[src/rtl/maze_cursor_ctrl.sv]
// Maze cursor controller: steps an 18x11 grid index once per tick from held buttons,
// parks at 255 after a wall hit, then respawns. Optional lives/game-over: MAZE_CURSOR_LIVES_EN.
module maze_cursor_ctrl #(
    parameter int unsigned TICK_DIV   = 625000,
    parameter int unsigned HIT_TICKS  = 10,
    parameter int unsigned START_SPOT = 181,
    parameter int unsigned COLS       = 18
) (
    input  logic         CLK,
    input  logic         RESET,
    input  logic         btnU,
    input  logic         btnD,
    input  logic         btnL,
    input  logic         btnR,
    input  logic         freeze,
    input  logic [197:0] mazestate,
    input  logic [7:0]   begin_spot,
    output logic [7:0]   count,
    output logic         step_tick,
    output logic         game_over
);

    localparam int unsigned ROWS  = 11;
    localparam int unsigned CELLS = COLS * ROWS;
    localparam int unsigned TW    = (TICK_DIV > 1) ? $clog2(TICK_DIV) : 1;
    localparam int unsigned HW    = (HIT_TICKS > 1) ? $clog2(HIT_TICKS) : 1;

    localparam logic [TW-1:0] TICK_LAST = TW'(TICK_DIV - 1);
    localparam logic [HW-1:0] HIT_LAST  = HW'(HIT_TICKS - 1);
    localparam logic [7:0]    COLS8     = 8'(COLS);
    localparam logic [7:0]    CELLS8    = 8'(CELLS);
    localparam logic [7:0]    START8    = 8'(START_SPOT);
    localparam logic [7:0]    HIT_IDX   = 8'hFF;

    typedef enum logic [1:0] {StPlay, StHit, StDead} state_e;

    logic [TW-1:0] tick_cnt_q, tick_cnt_d;
    logic          step_tick_q, step_tick_d;
    logic [7:0]    count_q, count_d;
    logic [HW-1:0] hit_cnt_q, hit_cnt_d;
    state_e        state_q, state_d;
`ifdef MAZE_CURSOR_LIVES_EN
    logic [1:0]    lives_q, lives_d;
    logic          game_over_q, game_over_d;
`endif

    logic       tick;
    logic [7:0] col;
    logic       at_top, at_bot, at_left, at_right;
    logic       move_req, blocked, path;
    logic [7:0] target;

    always_comb begin
        tick        = (tick_cnt_q == TICK_LAST);
        tick_cnt_d  = tick ? '0 : tick_cnt_q + 1'b1;
        step_tick_d = (tick_cnt_d == TICK_LAST);
    end

    // Target is only consumed when not blocked, so 8-bit arithmetic never wraps where it matters.
    always_comb begin
        col      = count_q % COLS8;
        at_top   = (count_q < COLS8);
        at_bot   = (count_q >= CELLS8 - COLS8);
        at_left  = (col == 8'd0);
        at_right = (col == COLS8 - 8'd1);
        move_req = btnU | btnD | btnL | btnR;
        blocked  = 1'b0;
        target   = count_q;
        if (btnU) begin
            blocked = at_top;
            target  = count_q - COLS8;
        end else if (btnD) begin
            blocked = at_bot;
            target  = count_q + COLS8;
        end else if (btnL) begin
            blocked = at_left;
            target  = count_q - 8'd1;
        end else if (btnR) begin
            blocked = at_right;
            target  = count_q + 8'd1;
        end
        path = mazestate[target];
    end

    always_comb begin
        count_d     = count_q;
        state_d     = state_q;
        hit_cnt_d   = hit_cnt_q;
`ifdef MAZE_CURSOR_LIVES_EN
        lives_d     = lives_q;
        game_over_d = game_over_q;
`endif
        if (tick) begin
            case (state_q)
                StPlay: begin
                    if (!freeze && move_req && !blocked) begin
                        if (path) begin
                            count_d = target;
                        end else begin
                            count_d   = HIT_IDX;
                            hit_cnt_d = '0;
`ifdef MAZE_CURSOR_LIVES_EN
                            if (lives_q == 2'd1) begin
                                lives_d     = 2'd0;
                                game_over_d = 1'b1;
                                state_d     = StDead;
                            end else begin
                                lives_d = lives_q - 2'd1;
                                state_d = StHit;
                            end
`else
                            state_d = StHit;
`endif
                        end
                    end
                end
                StHit: begin
                    if (hit_cnt_q == HIT_LAST) begin
                        count_d   = (begin_spot < CELLS8) ? begin_spot : START8;
                        hit_cnt_d = '0;
                        state_d   = StPlay;
                    end else begin
                        hit_cnt_d = hit_cnt_q + 1'b1;
                    end
                end
                default: ;
            endcase
        end
    end

    always_ff @(posedge CLK) begin
        if (RESET) begin
            tick_cnt_q  <= '0;
            step_tick_q <= 1'b0;
            count_q     <= START8;
            hit_cnt_q   <= '0;
            state_q     <= StPlay;
`ifdef MAZE_CURSOR_LIVES_EN
            lives_q     <= 2'd3;
            game_over_q <= 1'b0;
`endif
        end else begin
            tick_cnt_q  <= tick_cnt_d;
            step_tick_q <= step_tick_d;
            count_q     <= count_d;
            hit_cnt_q   <= hit_cnt_d;
            state_q     <= state_d;
`ifdef MAZE_CURSOR_LIVES_EN
            lives_q     <= lives_d;
            game_over_q <= game_over_d;
`endif
        end
    end

    assign count     = count_q;
    assign step_tick = step_tick_q;
`ifdef MAZE_CURSOR_LIVES_EN
    assign game_over = game_over_q;
`else
    assign game_over = 1'b0;
`endif

endmodule

[config.mk]
export PLATFORM = sky130hd
export DESIGN_NAME = maze_cursor_ctrl
export DESIGN_NICKNAME = d
export VERILOG_FILES = /design/src/rtl/maze_cursor_ctrl.sv
export SDC_FILE = /design/constraint.sdc
export NUM_CORES = 1
export LEC_CHECK = 0
export BUFFER_PORTS_ARGS = -buffer_cell sky130_fd_sc_hd__buf_4
export CAP_MARGIN = 20
export CORE_AREA = 4 4 131 133
export CTS_CLUSTER_SIZE = 14
export DETAILED_ROUTE_END_ITERATION = 16
export DIE_AREA = 0 0 135 137
export PLACE_DENSITY_LB_ADDON = 0.12
export SLEW_MARGIN = 10
export SYNTH_ARGS = -nofsm -noshare
export SYNTH_HDL_FRONTEND = slang
export SYNTH_SLANG_ARGS = --single-unit
[constraint.sdc]
create_clock -name CLK -period 6.1 [get_ports CLK]
set_clock_uncertainty 0.05 [all_clocks]
set_input_delay 1.22 -clock CLK [delete_from_list [all_inputs] [get_ports CLK]]
set_output_delay 1.22 -clock CLK [all_outputs]
set_load 0.02 [all_outputs]
==> results of run 1 <==
## metrics by stage
step	utilization [%]	power, mW	hold WS (ns)	instance area (µm²)
5_1_grt	47.7	0.896	0.460	7540
3_5_place_dp	46.4	0.527	0.416	7350
2_1_floorplan	-	0.380	0.380	5550
6_report	47.7	0.856	0.427	7540
3_3_place_gp	46.4	0.526	0.407	7350
4_1_cts	47.7	0.860	0.429	7540
## kinds of logic (layout without fill, tap and decap cells)
| family | count (synthesis) | after routing | synth area share [%] |
|---|---|---|---|
| flops | 34 | 34 | 12.3 |
| mux | 54 | 54 | 14.0 |
| simple gates | 351 | 351 | 31.4 |
| xor+xnor | 33 | 33 | 5.21 |
| compound gates | 200 | 200 | 27.9 |
| other cells | 1 | 1 | 0.0675 |
| buf+inv | 67 | 263 | 6.20 |
| fa+ha+maj | 13 | 13 | 2.93 |
## placed cells by master, fill, tap and decap left out, types with 7 or more instances in the layout
master	n
nor2_1	62
nor3_1	11
nand2_1	110
a311oi_1	7
a21oi_1	25
xnor2_1	24
or3_1	13
ha_1	13
xor2_1	9
inv_1	11
a31oi_1	7
dfxtp_1	34
a211oi_1	24
and3_1	22
a2111oi_0	10
nand3_1	62
o211ai_1	14
buf_4	241
nor4_1	7
mux2i_1	29
nand4_1	13
mux4_2	17
o21ai_0	29
## cell type report
class	count	share of cell area (%)
Multi-Input combinational cell	652	60.1
Timing Repair Buffer	241	24.0
Sequential cell	34	9.02
Tap cell	216	3.58
Clock buffer	5	1.66
Clock inverter	3	0.912
Inverter	14	0.697
## state kept, by name, indices dropped and copies added, names as in the netlist
name,flops
tick_cnt_q,20
step_tick,1
count,8
hit_cnt_q,4
state_q,1
## metal layers
layer  wire (µm)  track usage [%]  up-vias
met3        1330             2.65       25
met4         365             4.26        0
met2       10200             37.5      240
li1            -                -     3277
met5           0                0        -
met1       10800             34.9     3152
## power by group through the flow
stage                     sequential (mW)  combinational (mW)  clock, mW
after floorplan                     0.230               0.151          0
after global placement              0.230               0.296          0
after detailed placement            0.230               0.296          0
after CTS                           0.225               0.298      0.337
after global routing                0.226               0.325      0.346
final                               0.225               0.299      0.331
## critical path, delay by kind of cell
kind | cells | cell delay (ns)
compound gates | 3 | 0.88
simple gates | 5 | 1.65
buf+inv | 1 | 0.17
mux | 4 | 1.28
## worst max path at each step
| stage | slack [ns] | end | startpoint |
|---|---|---|---|
| 6_report | 0.97 | hit_cnt_q[1]$_SDFFE_PP0P_ | btnD |
| 4_1_cts | 0.99 | hit_cnt_q[1]$_SDFFE_PP0P_ | btnL |
| 2_1_floorplan | 1.41 | count[2]$_SDFFE_PP1P_ | count[1]$_SDFFE_PP0P_ |
| 3_3_place_gp | 0.74 | hit_cnt_q[1]$_SDFFE_PP0P_ | btnU |
| 3_5_place_dp | 0.69 | hit_cnt_q[1]$_SDFFE_PP0P_ | btnD |
| 5_1_grt | 0.69 | count[2]$_SDFFE_PP1P_ | count[2]$_SDFFE_PP1P_ |
==> results.py, run 1 <==
metrics = {
    "run_status": {
        "status": "finished, final reports clean",
    },
    "cts": {
        "cts_buffer_depth": 2,
        "clock_sinks": 34,
        "cts_tree": "done",
        "ctsHoldBuffers": 0,
        "cts_setup_buffers": 0,
        "clockRootBuffer": "clkbuf_16",
        "cts_resized": 0,
        "clk_latency_ns": 0.28,
        "cts_inserted_buffers": 5,
        "clkTransAtPathRegs_ns": 0.06,
        "cts-htree-levels": 2,
    },
    "synthesis": {
        "netlist_top_cells_area": "dfxtp_1, nand2_1, mux4_2, nand3_1, mux2i_1",
        "synth_common_cells": "nand2_1, nand3_1, nor2_1, dfxtp_1, mux2i_1",
        "ys_warn_count": 0,
        "synth_top_area_share_pct": 12.3,
        "syn_area_per_cell_um2": 7.37,
        "ys.flop_type": "dfxtp_1",
        "synthCells": 753,
        "synth-seq-area-share_pct": 12.3,
        "synthDistinctLibCells": 91,
        "yosys.area.top_type": "dfxtp_1",
        "yosysMostFrequentCell": "nand2_1",
        "netlist_area_um2": 5550,
        "async_reset_ff_share_pct": 0,
        "ys_ff_latch": 34,
        "synth_edf_count": 0,
        "syn-num-nets": 979,
    },
    "hold_path": {
        "min_path_cells": 1,
        "holdPathEnd": "tick_cnt_q[0]$_SDFF_PP0_",
        "min_from": "tick_cnt_q[0]$_SDFF_PP0_",
        "hold_class": "flop to flop",
    },
    "placed_design": {
        "dp_hpwl_um": 18400,
        "place.gp.congestion": 0.886,
        "port_buffers": 221,
        "dp.cells": 1157,
        "post-place-ws_ns": 0.693,
    },
    "worst_setup_path": {
        "path_class": "input pin to flop",
        "timing.rr.end": "count[2]$_SDFFE_PP1P_",
        "ff2ff_setup_slack_ns": 1.10,
        "worstPathArrival_ns": 5.24,
        "crit_path_start_kind": "input pin",
        "r2r_start": "count[2]$_SDFFE_PP1P_",
        "worst_ep_required_time_ns": 6.22,
        "crit_path_end_kind": "flop",
        "path_common_cell": "mux2_2",
        "cp_cell_sequence": "buf_4 -> or2_4 -> or3_1 -> nand2_8 -> mux4_1 -> mux2i_1 -> mux2_2 -> o211a_1 -> nand4b_1 -> o311ai_4 -> o311ai_0 -> nand2_1 -> mux2_2",
        "crit_slowest_cell": "mux4_1",
        "max_stage_delay_ns": 0.62,
        "crit_fanout": 54,
        "worstRegToRegCells": 19,
    },
    "final_layout": {
        "drive_above_1_share_pct": 31.8,
        "multi_input_area_um2": 4540,
        "final_cells": 1165,
        "synthToLayoutAreaGrowth_pct": 35.9,
        "n_antenna_cell": 0,
        "fillers": 1628,
        "seq_area_um2": 681,
        "nNetsFinal": 1174,
    },
    "sta": {
        "period_minus_slack_ns": 5.13,
        "finalMaxSlewViolations": 0,
        "setup_slack_ns": 0.975,
        "period_share_pct": 84.0,
        "fin_setup_tns_ns": 0,
        "relSlewSlack_pct": 28.2,
        "max_freq_mhz": 195,
        "setup_viol": 0,
        "hold_viol": 0,
        "rsz0062_at_grt": "no",
        "tightest_slew_ns": 1.08,
    },
    "floorplanning": {
        "die_h_um": 137,
        "initial_utilization_pct": 35.1,
        "die_w_um": 135,
        "row_count": 46,
        "dieArea_um2": 18500,
        "fp.coreArea_um2": 15800,
        "num_io_pins": 223,
    },
    "power_and_ir_drop": {
        "combPwrFrac_pct": 35.0,
        "p_per_area_nw_per_um2": 113,
        "pwr-share-seq_pct": 26.3,
        "sw_frac_of_total_pct": 27.1,
        "clkPwrFrac_pct": 38.7,
        "power.leakage_nw": 3.22,
        "vdd_drop_max_mv": 0.102,
        "netSwitchingPower_uw": 232,
        "p_int_uw": 624,
    },
    "detailed_routing": {
        "vias": 6694,
        "drt-total-wl_um": 22800,
        "drc": 0,
        "ant_nets": 0,
        "routedWlPerCell_um": 19.5,
        "drtIter0Drc": 586,
        "via_per_inst": 5.75,
        "firstDrtPassIters": 5,
    },
    "global_routing": {
        "antenna_found_initial": 0,
        "grt-ovfl-total": 0,
        "grt_pass1_wl_um": 35500,
        "grt_max_degree": 55,
        "track_usage_pct": 23.7,
        "grt_pass1_vias": 6238,
    },
    "job": {
        "cap_violations": 0,
    },
}
Note: power is estimated with default switching activity, not from simulation.
==> run 2, diff against run 1 <==
clock period = 4.4 ns   (was 6.1 ns; I/O delays follow)
==> run 2 against run 1 <==
  * Largest cell class unchanged
  * Total power up 28%
  * Sequential cell count unchanged
  * Largest power group is now combinational logic
  * Via count up 4.5%
  * Count of clock-buffer cells in the layout up 1
  * Combinational power up 49%
  * Sequential share of layout area down 0.61 points
  * Core utilization up 4.0 points
  * Sequential power up 39%
  * Highest routed layer unchanged
  * Register-to-register slack worse by 0.90 ns
  * First-iteration DRC count up 7.2%
==> results.py, run 2 (synthesis gave the netlist of run 1 again) <==
metrics = {
    "placed_design": {
        "place_area_um2": 7880,
        "place.gp.congestion": 0.937,
        "dp_hpwl_um": 18900,
        "port_buffers": 221,
        "post-place-ws_ns": -0.0718,
    },
    "sta": {
        "relSlewSlack_pct": 57.8,
        "hold_viol": 0,
        "holdWs_ns": 0.424,
        "setup_viol": 0,
        "period_share_pct": 95.4,
        "tightest_slew_ns": 0.617,
        "period_minus_slack_ns": 4.20,
        "max_freq_mhz": 238,
        "setup_slack_ns": 0.200,
        "fin_setup_tns_ns": 0,
        "finalMaxSlewViolations": 0,
    },
    "cts": {
        "cts_inserted_buffers": 5,
        "ctsHoldBuffers": 0,
        "clkTransAtPathRegs_ns": 0.05,
        "cts_tree": "done",
        "clk_latency_ns": 0.28,
        "cts_buffer_depth": 2,
        "clock_sinks": 34,
        "clockRootBuffer": "clkbuf_16",
        "cts-htree-levels": 2,
    },
    "floorplanning": {
        "num_io_pins": 223,
        "dieArea_um2": 18500,
        "row_count": 46,
        "die_h_um": 137,
        "fp.coreArea_um2": 15800,
        "initial_utilization_pct": 35.1,
        "die_w_um": 135,
    },
    "global_routing": {
        "grt_pass1_vias": 6557,
        "grt_max_degree": 26,
        "antenna_found_initial": 0,
        "grt_pass1_wl_um": 35600,
        "grt-ovfl-total": 0,
        "track_usage_pct": 23.7,
    },
    "final_layout": {
        "nNetsFinal": 1239,
        "n_antenna_cell": 0,
        "synthToLayoutAreaGrowth_pct": 47.4,
        "drive_above_1_share_pct": 38.7,
        "fillers": 1565,
        "final_common_cell": "buf_4",
        "regMostFlops": "tick_cnt_q",
        "multi_input_area_um2": 4670,
        "most-common-layout-cells": "buf_4, nand2_1, nand3_1",
        "final_area_um2": 8180,
        "seq_area_um2": 688,
        "largest_reg_flops": 20,
    },
    "detailed_routing": {
        "drc": 0,
        "drtIter0Drc": 628,
        "firstDrtPassIters": 5,
        "vias": 6997,
        "ant_nets": 0,
        "drt-total-wl_um": 23200,
        "via_per_inst": 5.69,
        "routedWlPerCell_um": 18.9,
    },
    "worst_setup_path": {
        "crit_fanout": 7,
        "crit_path_start_kind": "flop",
        "path_class": "flop to flop",
        "worst_ep_required_time_ns": 4.52,
        "worstPathArrival_ns": 4.32,
        "crit_path_end_kind": "flop",
    },
    "power_and_ir_drop": {
        "p_per_area_nw_per_um2": 133,
        "power.leakage_nw": 3.54,
        "total_power_mw": 1.09,
        "vdd_drop_max_mv": 0.135,
    },
    "run_status": {
        "status": "finished, final reports clean",
    },
    "hold_path": {
        "hold_class": "flop to flop",
    },
    "job": {
        "cap_violations": 0,
    },
}
run 2: cell count changes in the layout (fill, tap and decap cells not counted), moves of 3 or more:
cell / previous run / this run
xnor2_2: 0 / 3
xnor2_1: 24 / 21
dfxtp_1: 34 / 28
buf_4: 241 / 300
dfxtp_2: 0 / 6
buf_12: 0 / 5
run 2: final timing paths:
| path | start | endpoint | slack (ns) | cells after the start |
|---|---|---|---|---|
| max | count[1]$_SDFFE_PP0P_ | count[1]$_SDFFE_PP0P_ | 0.20 | 18 |
| min | tick_cnt_q[0]$_SDFF_PP0_ | tick_cnt_q[0]$_SDFF_PP0_ | 0.42 | 1 |
| max reg2reg | count[1]$_SDFFE_PP0P_ | count[1]$_SDFFE_PP0P_ | 0.20 | 18 |
| min reg2reg | tick_cnt_q[0]$_SDFF_PP0_ | tick_cnt_q[0]$_SDFF_PP0_ | 0.42 | 1 |
run 2: repair_timing:
item / 4_1_cts / 5_1_grt
setup endpoints to repair: 0 / 13
buffers inserted: 0 / 4
hold endpoints to repair: 0 / 0
resized for setup: 0 / 33
run 2: layer usage:
metal	GRT usage, %	part of all wire (%)
met3	3.79	8.3
met5	0	0
met2	37.5	45
met4	4.48	2.0
met1	34.2	44
run 2: metrics by stage:
| step | cells | utilization, % |
|---|---|---|
| after floorplan | 753 | - |
| after global routing | 1229 | 51.7 |
| after detailed placement | 1218 | 49.8 |
| after CTS | 1225 | 50.7 |
| final | 1229 | 51.7 |
| after global placement | 1218 | 49.8 |
run 2: final cells by class:
| class | count | share of cell area [%] |
|---|---|---|
| Clock inverter | 1 | 0.0918 |
| Inverter | 14 | 0.673 |
| Timing Repair Buffer | 306 | 28.9 |
| Clock buffer | 6 | 1.58 |
| Sequential cell | 34 | 8.41 |
| Multi-Input combinational cell | 652 | 57.1 |
| Tap cell | 216 | 3.30 |
run 2: power breakdown:
group	switching [mW]	leakage (nW)	total, mW	internal [mW]
combinational	0.192	3.20	0.447	0.255
clock	0.125	0.0629	0.331	0.206
sequential	0.00213	0.274	0.313	0.310
total	0.319	3.54	1.09	0.772
run 2: critical path, cell delays in order, from the launching register on:
cell,delay (ns)
dfxtp_2,0.35
inv_4,0.06
ha_4,0.17
and2b_4,0.32
nand4_1,0.14
o21a_1,0.16
buf_4,0.14
or3_1,0.40
and4b_1,0.22
mux2_2,0.29
or2_4,0.28
xnor2_1,0.15
a221oi_2,0.24
buf_4,0.17
a2111oi_4,0.04
buf_4,0.19
buf_4,0.13
or4_1,0.50
o31ai_1,0.09
==> run 3, diff against run 2 <==
CORE_AREA = 4 4 95 186   (was 4 4 131 133)
DIE_AREA = 0 0 99 190   (was 0 0 135 137)
==> run 3 against run 2 <==
  * Register-to-register slack worse by 0.02 ns
  * Non-clock buffer count is 8 higher
  * Fmax is 0.44% lower
  * Combinational power is 2% higher
  * Critical endpoint is now hit_cnt_q[3]$_SDFFE_PP0P_
==> results.py, run 3 (synthesis gave the netlist of run 1 again) <==
metrics = {
    "run_status": {
        "status": "finished, final reports clean",
    },
    "detailed_routing": {
        "drt-total-wl_um": 24800,
        "ant_nets": 0,
        "routedWlPerCell_um": 20.2,
        "drc": 0,
        "drtIter0Drc": 265,
        "firstDrtPassIters": 5,
        "vias": 7045,
        "via_per_inst": 5.75,
    },
    "cts": {
        "clk_latency_ns": 0.28,
        "clockRootBuffer": "clkbuf_16",
        "clkTransAtPathRegs_ns": 0.06,
        "cts_buffer_depth": 2,
        "cts_inserted_buffers": 5,
        "cts-htree-levels": 2,
        "clock_sinks": 34,
        "cts_tree": "done",
        "ctsHoldBuffers": 0,
    },
    "final_layout": {
        "most-common-layout-cells": "buf_4, nand2_1, nand3_1",
        "synthToLayoutAreaGrowth_pct": 49.3,
        "drive_above_1_share_pct": 39.3,
        "final_area_um2": 8290,
        "fillers": 1613,
        "largest_reg_flops": 20,
        "final_cells": 1226,
        "final_common_cell": "buf_4",
        "n_antenna_cell": 0,
        "nNetsFinal": 1247,
        "regMostFlops": "tick_cnt_q",
    },
    "placed_design": {
        "dp.cells": 1216,
        "port_buffers": 221,
        "post-place-ws_ns": -0.0895,
        "dp_hpwl_um": 20600,
        "place_area_um2": 7990,
        "place.gp.congestion": 0.926,
    },
    "floorplanning": {
        "initial_utilization_pct": 34.1,
        "num_io_pins": 223,
        "dieArea_um2": 18800,
        "die_w_um": 99,
        "row_count": 66,
        "die_h_um": 190,
        "fp.coreArea_um2": 16300,
    },
    "hold_path": {
        "min_from": "tick_cnt_q[0]$_SDFF_PP0_",
        "holdPathEnd": "tick_cnt_q[0]$_SDFF_PP0_",
        "hold_class": "flop to flop",
        "min_path_cells": 1,
    },
    "worst_setup_path": {
        "crit_start": "count[1]$_SDFFE_PP0P_",
        "crit_slowest_cell": "mux2_2",
        "max_stage_delay_ns": 0.35,
        "worstPathArrival_ns": 4.36,
        "worstRegToRegCells": 18,
        "crit_fanout": 5,
        "worst_ep_required_time_ns": 4.55,
        "ff2ff_setup_slack_ns": 0.18,
        "crit_path_start_kind": "flop",
        "path_common_cell": "buf_4",
        "cp_cell_sequence": "inv_2 -> ha_2 -> nor3b_4 -> xnor2_2 -> o21ai_2 -> a221oi_2 -> xor2_1 -> buf_4 -> buf_4 -> mux2_2 -> or2_4 -> o32ai_4 -> a211oi_4 -> buf_4 -> o311ai_2 -> nand2_1 -> buf_4 -> a311oi_1",
        "r2r_start": "count[1]$_SDFFE_PP0P_",
        "crit_path_end_kind": "flop",
        "timing.rr.end": "hit_cnt_q[3]$_SDFFE_PP0P_",
        "path_class": "flop to flop",
    },
    "power_and_ir_drop": {
        "combPwrFrac_pct": 40.3,
        "sw_frac_of_total_pct": 30.4,
        "vdd_drop_max_mv": 0.121,
        "p_int_uw": 791,
        "pwr-share-seq_pct": 27.5,
        "power.leakage_nw": 3.60,
        "clkPwrFrac_pct": 32.2,
        "netSwitchingPower_uw": 345,
        "p_per_area_nw_per_um2": 137,
    },
    "sta": {
        "relSlewSlack_pct": 45.1,
        "max_freq_mhz": 237,
        "setup_slack_ns": 0.182,
        "period_minus_slack_ns": 4.22,
        "hold_viol": 0,
        "tightest_slew_ns": 0.816,
        "period_share_pct": 95.9,
        "setup_viol": 0,
        "finalMaxSlewViolations": 0,
    },
    "global_routing": {
        "grt_pass1_wl_um": 37700,
        "grt_max_degree": 30,
        "grt-ovfl-total": 0,
        "grt_pass1_vias": 7409,
        "track_usage_pct": 25.3,
        "antenna_found_initial": 0,
    },
    "job": {
        "cap_violations": 0,
    },
}
[run 3: cell count changes in the layout (fill, tap and decap cells not counted), sizes merged]
cell    change
buf         +8
clkinv      +1
[run 3: critical path: cells and delay by family (launching register included)]
| kind | cells | cell delay, ns |
|---|---|---|
| AO/OA/AOI/OAI | 6 | 1.40 |
| buffers and inverters | 5 | 0.69 |
| AND/OR/NAND/NOR | 3 | 0.68 |
| XOR/XNOR | 2 | 0.42 |
| multiplexers | 1 | 0.35 |
| flip-flops | 1 | 0.32 |
| adder cells (fa/ha/maj) | 1 | 0.22 |
[run 3: layout make-up]
type,instances,area [µm²],area share (%)
sequential,34,686,8.27
tap,204,255,3.08
clock inverter,2,12.5,0.151
timing repair buffer,314,2470,29.8
inverter,14,52.6,0.634
multi-input combinational,652,4680,56.4
clock buffer,6,139,1.68
[run 3: how the worst max path moves through the flow]
stage | to | slack, ns | cells past startpoint
floorplan | count[2]$_SDFFE_PP1P_ | -0.004 | 20
global placement | count[2]$_SDFFE_PP1P_ | -0.05 | 15
detailed placement | hit_cnt_q[1]$_SDFFE_PP0P_ | -0.09 | 13
CTS | count[2]$_SDFFE_PP1P_ | 0.08 | 18
global route | hit_cnt_q[3]$_SDFFE_PP0P_ | -0.09 | 20
finish | hit_cnt_q[3]$_SDFFE_PP0P_ | 0.18 | 18
[run 3: per-layer routing]
layer	vias up	global-route usage [%]	wire length [µm]
met1	3306	23.0	7940
li1	3407	-	-
met5	-	0	0
met3	74	3.01	1070
met2	258	50.9	14300
met4	0	15.8	1520
[run 3: power groups by stage]
| stage | combinational [mW] | clock, mW | sequential [mW] |
|---|---|---|---|
| floorplan | 0.209 | 0 | 0.319 |
| global placement | 0.453 | 0 | 0.319 |
| detailed placement | 0.455 | 0 | 0.319 |
| CTS | 0.457 | 0.371 | 0.312 |
| global route | 0.492 | 0.386 | 0.312 |
| finish | 0.458 | 0.365 | 0.312 |
[run 3: through the flow]
stage	hold slack, ns	utilization (%)	total power [mW]	TNS, ns
floorplan	0.380	-	0.528	-0.00428
global placement	0.399	49.1	0.772	-0.0745
detailed placement	0.409	49.1	0.774	-0.260
CTS	0.423	50.1	1.14	0
global route	0.443	51.0	1.19	-0.478
finish	0.419	51.0	1.14	0
[run 3: what timing repair did]
item / 4_1_cts / 5_1_grt
resized for setup: 0 / 30
setup buffers: 0 / 2
endpoints found under the hold margin: 0 / 0
endpoints found under the setup margin: 0 / 13
